File: src/rtl/alu_seq_pkg.sv
// Shared types and default widths for the ALU sequencing stage.
package alu_seq_pkg;

    localparam int unsigned WIDTH_DEF = 16;
    localparam int unsigned OPC_W_DEF = 3;
    localparam int unsigned CNT_W_DEF = 4;

    typedef enum logic [1:0] {
        ST_IDLE = 2'd0,
        ST_EXEC = 2'd1,
        ST_DONE = 2'd2
    } state_e;

endpackage

File: src/rtl/alu_seq_ctrl.sv
// Command sequencer feeding a combinational ALU: repeats one opcode on an accumulator.
// Optional macro ALU_SEQ_EARLY_EXIT_EN ends a command early on a zero ALU result.
module alu_seq_ctrl
    import alu_seq_pkg::*;
#(
    parameter int unsigned WIDTH = WIDTH_DEF,
    parameter int unsigned OPC_W = OPC_W_DEF,
    parameter int unsigned CNT_W = CNT_W_DEF
) (
    input  logic             clk,
    input  logic             rst,
    input  logic             cmd_valid,
    output logic             cmd_ready,
    input  logic             cmd_load,
    input  logic [OPC_W-1:0] cmd_opc,
    input  logic [WIDTH-1:0] cmd_b,
    input  logic             cmd_c,
    input  logic [CNT_W-1:0] cmd_rep,
    output logic [WIDTH-1:0] alu_a,
    output logic [WIDTH-1:0] alu_b,
    output logic             alu_c,
    output logic [OPC_W-1:0] alu_opc,
    input  logic [WIDTH-1:0] alu_w,
    input  logic             alu_zer,
    input  logic             alu_neg,
    output logic [WIDTH-1:0] acc,
    output logic             res_valid,
    output logic             res_zer,
    output logic             res_neg,
    output logic [CNT_W-1:0] res_iter
);

    state_e           state_q, state_d;
    logic [WIDTH-1:0] acc_q, acc_d;
    logic [WIDTH-1:0] b_q, b_d;
    logic             c_q, c_d;
    logic [OPC_W-1:0] opc_q, opc_d;
    logic             zer_q, zer_d;
    logic             neg_q, neg_d;
    logic             valid_q, valid_d;
    logic [CNT_W-1:0] iter_q, iter_d;
    logic [CNT_W-1:0] cnt_q, cnt_d;
    logic             accept;
    logic             last_iter;

    assign cmd_ready = (state_q == ST_IDLE) && !rst;
    assign accept    = cmd_valid && cmd_ready;

`ifdef ALU_SEQ_EARLY_EXIT_EN
    assign last_iter = (cnt_q == CNT_W'(1)) || alu_zer;
`else
    assign last_iter = (cnt_q == CNT_W'(1));
`endif

    // Next-state and datapath update
    always_comb begin
        state_d = state_q;
        acc_d   = acc_q;
        b_d     = b_q;
        c_d     = c_q;
        opc_d   = opc_q;
        zer_d   = zer_q;
        neg_d   = neg_q;
        iter_d  = iter_q;
        cnt_d   = cnt_q;
        valid_d = 1'b0;

        case (state_q)
            ST_IDLE: begin
                if (accept) begin
                    iter_d = '0;
                    if (cmd_load) begin
                        acc_d   = cmd_b;
                        zer_d   = (cmd_b == '0);
                        neg_d   = cmd_b[WIDTH-1];
                        state_d = ST_DONE;
                    end else begin
                        opc_d   = cmd_opc;
                        b_d     = cmd_b;
                        c_d     = cmd_c;
                        cnt_d   = (cmd_rep == '0) ? CNT_W'(1) : cmd_rep;
                        state_d = ST_EXEC;
                    end
                end
            end
            ST_EXEC: begin
                acc_d  = alu_w;
                zer_d  = alu_zer;
                neg_d  = alu_neg;
                iter_d = iter_q + CNT_W'(1);
                cnt_d  = cnt_q - CNT_W'(1);
                if (last_iter) begin
                    state_d = ST_DONE;
                end
            end
            ST_DONE: begin
                state_d = ST_IDLE;
            end
            default: begin
                state_d = ST_IDLE;
            end
        endcase

        // Registered so the pulse lines up with the DONE state
        valid_d = (state_d == ST_DONE);
    end

    always_ff @(posedge clk) begin
        if (rst) begin
            state_q <= ST_IDLE;
            acc_q   <= '0;
            b_q     <= '0;
            c_q     <= 1'b0;
            opc_q   <= '0;
            zer_q   <= 1'b0;
            neg_q   <= 1'b0;
            valid_q <= 1'b0;
            iter_q  <= '0;
            cnt_q   <= '0;
        end else begin
            state_q <= state_d;
            acc_q   <= acc_d;
            b_q     <= b_d;
            c_q     <= c_d;
            opc_q   <= opc_d;
            zer_q   <= zer_d;
            neg_q   <= neg_d;
            valid_q <= valid_d;
            iter_q  <= iter_d;
            cnt_q   <= cnt_d;
        end
    end

    assign alu_a     = acc_q;
    assign alu_b     = b_q;
    assign alu_c     = c_q;
    assign alu_opc   = opc_q;
    assign acc       = acc_q;
    assign res_valid = valid_q;
    assign res_zer   = zer_q;
    assign res_neg   = neg_q;
    assign res_iter  = iter_q;

endmodule

File: config.mk
export PLATFORM = sky130hd
export DESIGN_NAME = alu_seq_ctrl
export DESIGN_NICKNAME = d
export VERILOG_FILES = /design/src/rtl/alu_seq_pkg.sv /design/src/rtl/alu_seq_ctrl.sv
export SDC_FILE = /design/constraint.sdc
export NUM_CORES = 1
export LEC_CHECK = 0
export ABC_CLOCK_PERIOD_IN_PS = 2050
export CELL_PAD_IN_SITES_DETAIL_PLACEMENT = 1
export CELL_PAD_IN_SITES_GLOBAL_PLACEMENT = 1
export CORE_MARGIN = 2
export CORE_UTILIZATION = 28
export DETAILED_ROUTE_END_ITERATION = 12
export PLACE_DENSITY_LB_ADDON = 0.1
export SYNTH_ARGS = -nofsm -noshare
export SYNTH_HDL_FRONTEND = slang
export SYNTH_SLANG_ARGS = --single-unit
File: constraint.sdc
create_clock -name clk -period 2.05 [get_ports clk]
set_clock_uncertainty 0.1 [all_clocks]
set_input_delay 0.3075 -clock clk [delete_from_list [all_inputs] [get_ports clk]]
set_output_delay 0.3075 -clock clk [all_outputs]
set_load 0.1 [all_outputs]
; Word level (Yosys, flattened, before mapping)
; Cells that the tools add are included.
[totals]
ff_bits = 49
input_bits = 46
word_cells = 49
[classes]
addsub = 2
eq_ne = 6
muxes = 19
bitwise_logic = 1
reduce_logical = 11
[ops]
columns = operator, n
row1 = $mux 16, 2
row2 = $pmux 16 s2, 1
row3 = $logic_not 16->1, 1
row4 = $mux 4, 4
row5 = $pmux 4 s2, 2
row6 = $reduce_and 3->1, 3
row7 = $mux 2, 3
row8 = $ne 2x2->1 const B, 3
row9 = $add 4x1->4 const B, 1
row10 = $eq 4x1->1 const B, 1
row11 = $logic_not 4->1, 1
row12 = $mux 1, 4
row13 = $pmux 1 s2, 2
row14 = $pmux 2 s2, 1
row15 = $sub 4x1->4 const B, 1
row16 = $eq 2x1->1 const B, 1
row17 = $eq 2x2->1 const B, 1
row18 = $logic_and 1x1->1, 2
row19 = $logic_not 2->1, 1
row20 = $reduce_and 2->1, 1
row21 = $reduce_bool 2->1, 1
row22 = $logic_not 1->1, 1
row23 = $not 1->1, 1

; Longest topological paths before layout
[logic_depth]
word_depth = 6
depth_mapped = 7

; Worst setup path before layout
; No wires, ideal clock.
[synth_timing]
path_kind = register -> output
startpoint = register state_q[1]
endpoint = output port cmd_ready
t_arrival_ps = 2678
required_time_ps = 1642
setup_slack_ps = -1035
stages_incl_launch_ff = 4
n_path_buf = 2
cell_sequence = dfxtp_1 clkbuf_2 buf_2 nor3_1
[synth_via]
elab_chain_len = 2
[synth_lines]
columns = item, line
row1 = "start, declared", alu_seq_ctrl.sv:33  ; state_e state_q, state_d;
row2 = "start signal, assigned", alu_seq_ctrl.sv:121  ; state_q <= state_d;
row3 = $logic_not 2->1, alu_seq_ctrl.sv:46  ; assign cmd_ready = (state_q == ST_IDLE) && !rst;
row4 = $logic_and 1x1->1, alu_seq_ctrl.sv:46
row5 = "end, declared", alu_seq_ctrl.sv:13  ; output logic cmd_ready,
; Every way passes these cells.

; Worst setup path in the final report
; Same ends and word-level chain as after synthesis.

==> run_results.csv <==
group,metric,value,unit
drt,wire_per_inst,15.3,um
drt,drt-vias-per-instance,4.74,
global_route,grt_max_degree,45,
setup_path,critical_path_buf_inv_count,2,
setup_path,required,1.64,ns
power_and_ir_drop,peakVddDrop,320,uV
die,num_rows,32,
drt,ant_nets,0,
setup_path,cpPeakStageDelay,0.43,ns
placement,dp_hpwl,5460,um
timing,tightest_slew,0.505,ns
final_layout,nFillCells,941,
power_and_ir_drop,power.leakage,1.36,nW
timing,timing.fmax,0.564,GHz
die,dieWidth,93.7,um
clock_network,cts-root-buf,"clkbuf_8",
yosys,postSynthAreaPerCell,7.95,um2
yosys,synth_top_area_share,43.6,%
global_route,antenna_found_initial,0,
yosys,async_flop_share,0,%
final_layout,multi_input_area,1050,um2
clock_network,holdBufCountCts,0,
drt,wl,7290,um
setup_path,worstPathMaxFanout,9,
setup_path,path_class,"flop to output port",
yosys,synth_fp_nets,332,
clock_network,cts_setup_buffers,0,
yosys,netlist.top_cell.by_area,"dfxtp_1",
yosys,syn_inst,283,
job,cap_violations,0,
global_route,grt_overflow,0,
yosys,synthFlopType,"dfxtp_1",
die,die-area,8770,um2
yosys,ys_ff_latch,49,
timing,rsz0062_at_grt,"no",
clock_network,cts-buffers-inserted,5,
final_layout,antenna_cells,0,
clock_network,post_cts_resized,0,
yosys,ys_top_cells_by_count,"73 x nand2_1, 49 x dfxtp_1, 32 x nor2_1",
setup_path,critPathArrivalTime,1.36,ns
yosys,yosysWarnings,0,
global_route,grt_pass1_wl,11600,um
timing,slew_viol_final,0,
setup_path,path_delay_family,"buffers and inverters",
global_route,grt_util_all_layers,17.0,%
drt,drc_errors,0,
drt,num_vias,2261,
placement,gp_congestion,0.717,
final_layout,seq_area,981,um2
clock_network,cts_sinks,49,
setup_path,crit_path_start_kind,"flop",
yosys,synth_area_leaders,"dfxtp_1 44%, nand2_1 12%, a21oi_1 6.2%",
clock_network,cts.clk_slew.worst_paths,0.10,ns
setup_path,crit_chain,"buf_4 > nor3_4 > buf_12",
timing,hold_viol_final,0,
timing,layout_min_cycle_time,1.77,ns
setup_path,critPathSlowestCell,"dfxtp_1",
yosys,yosysUniqueCellTypes,35,
timing,fin_crit_sh,86.4,%
status,status,"completed",
yosys,netlist_area,2250,um2
timing,worst_slack,0.278,ns
die,io_pins,106,
final_layout,drive_gt1_share,24.8,%
yosys,ys_seq_area_share,43.6,%
power_and_ir_drop,power.density,830,nW/um2
drt,first_pass_iters,4,
die,start_util,29.0,%
final_layout,layout.nets,423,
yosys,synth_edf_count,0,
drt,drt_iter0_drc,80,
setup_path,worstSetupEndpointType,"output port",
timing,fin_setup_tns,0,ns
die,coreArea,7770,um2
die,die_height,93.7,um
placement,pre_cts_ws,0.0445,ns
clock_network,clk_latency,0.31,ns
placement,port_buffers,105,
global_route,grt_pass1_vias,2242,
final_layout,syn_to_final_growth,48.5,%
timing,finalSetupViolCount,0,
timing,max_slew_margin,66.4,%
clock_network,htree_num_levels,2,
min_path,holdCritPathClass,"input port to flop",
yosys,synthMostInstantiatedCell,"nand2_1",
clock_network,cts_buffer_depth,2,
clock_network,cts_tree,"built",
-- placed cells by master (no fill, tap or decap), types with 2 or more instances in the layout --
master	count
nand2_1	73
buf_4	73
dfxtp_1	49
clkdlybuf4s50_1	44
nor2_1	32
a21oi_1	28
a311oi_1	16
nor3_1	5
clkbuf_8	5
nor4_1	4
inv_1	3
a211oi_1	3
mux2_2	3
nand3_1	3
a22oi_1	3
ha_1	3
buf_12	3
a31oi_1	2
o21ai_0	2
-- final timing paths --
kind | from | endpoint | cells after the start | slack (ns)
setup / recovery | state_q[1] | cmd_ready | 3 | 0.28
hold / removal | rst | res_iter[2] | 2 | 0.21
setup reg to reg | state_q[1] | cnt_q[2] | 5 | 0.39
hold reg to reg | alu_b[15] | alu_b[15] | 2 | 0.37
-- layer usage --
| metal | global-route usage [%] | vias to the layer above | wire [um] |
|---|---|---|---|
| met2 | 26.3 | 75 | 3240 |
| li1 | - | 1135 | - |
| met5 | 0 | - | 0 |
| met4 | 3.62 | 0 | 63 |
| met3 | 4.49 | 5 | 499 |
| met1 | 23.8 | 1046 | 3490 |
-- sequential cells by signal, summed over array words and instances (netlist names) --
| register | cells |
|---|---|
| alu_c | 1 |
| res_valid | 1 |
| res_neg | 1 |
| cnt_q | 4 |
| alu_opc | 3 |
| res_zer | 1 |
| alu_b | 16 |
| state_q | 2 |
| res_iter | 4 |
| acc | 16 |
-- where the power goes --
part           total (mW)  leakage, nW  switching [mW]  internal [mW]
Clock               0.721       0.0543           0.355          0.366
Sequential           1.05        0.400          0.0442           1.01
Combinational        1.00        0.903           0.737          0.267
-- logic make-up after synthesis --
group / synth area share (%)
buffers and inverters: 10.5
adders and majority gates: 1.67
and+or+nand+nor: 24.5
DFF: 43.6
muxes: 1.50
AOI/OAI and AO/OA: 18.3
-- metrics by stage --
| stage | cells | power [mW] | utilization, % | hold slack, ns | area [um2] |
|---|---|---|---|---|---|
| floorplan | 283 | 1.82 | - | 0.344 | 2260 |
| CTS | 477 | 2.81 | 43.0 | 0.211 | 3340 |
| global route | 477 | 2.90 | 43.0 | 0.220 | 3340 |
| finish | 477 | 2.78 | 43.0 | 0.214 | 3340 |
| detailed placement | 469 | 2.08 | 41.6 | 0.352 | 3230 |
| global placement | 469 | 2.07 | 41.6 | 0.344 | 3230 |
-- final cells by class --
class	instances	share of cell area, %
Multi-Input combinational cell	194	31.5
Timing Repair Buffer	121	31.5
Sequential cell	49	29.3
Tap cell	102	3.82
Clock buffer	5	2.06
Clock inverter	3	1.38
Inverter	3	0.337
-- worst reg2reg max path, delay by kind of cell, from the launching register on --
family	cells	cell delay, ns
compound gates	2	0.32
buf+inv	2	0.35
flops	1	0.55
simple gates	1	0.25
No activity file was read; power rests on OpenSTA's default activity.
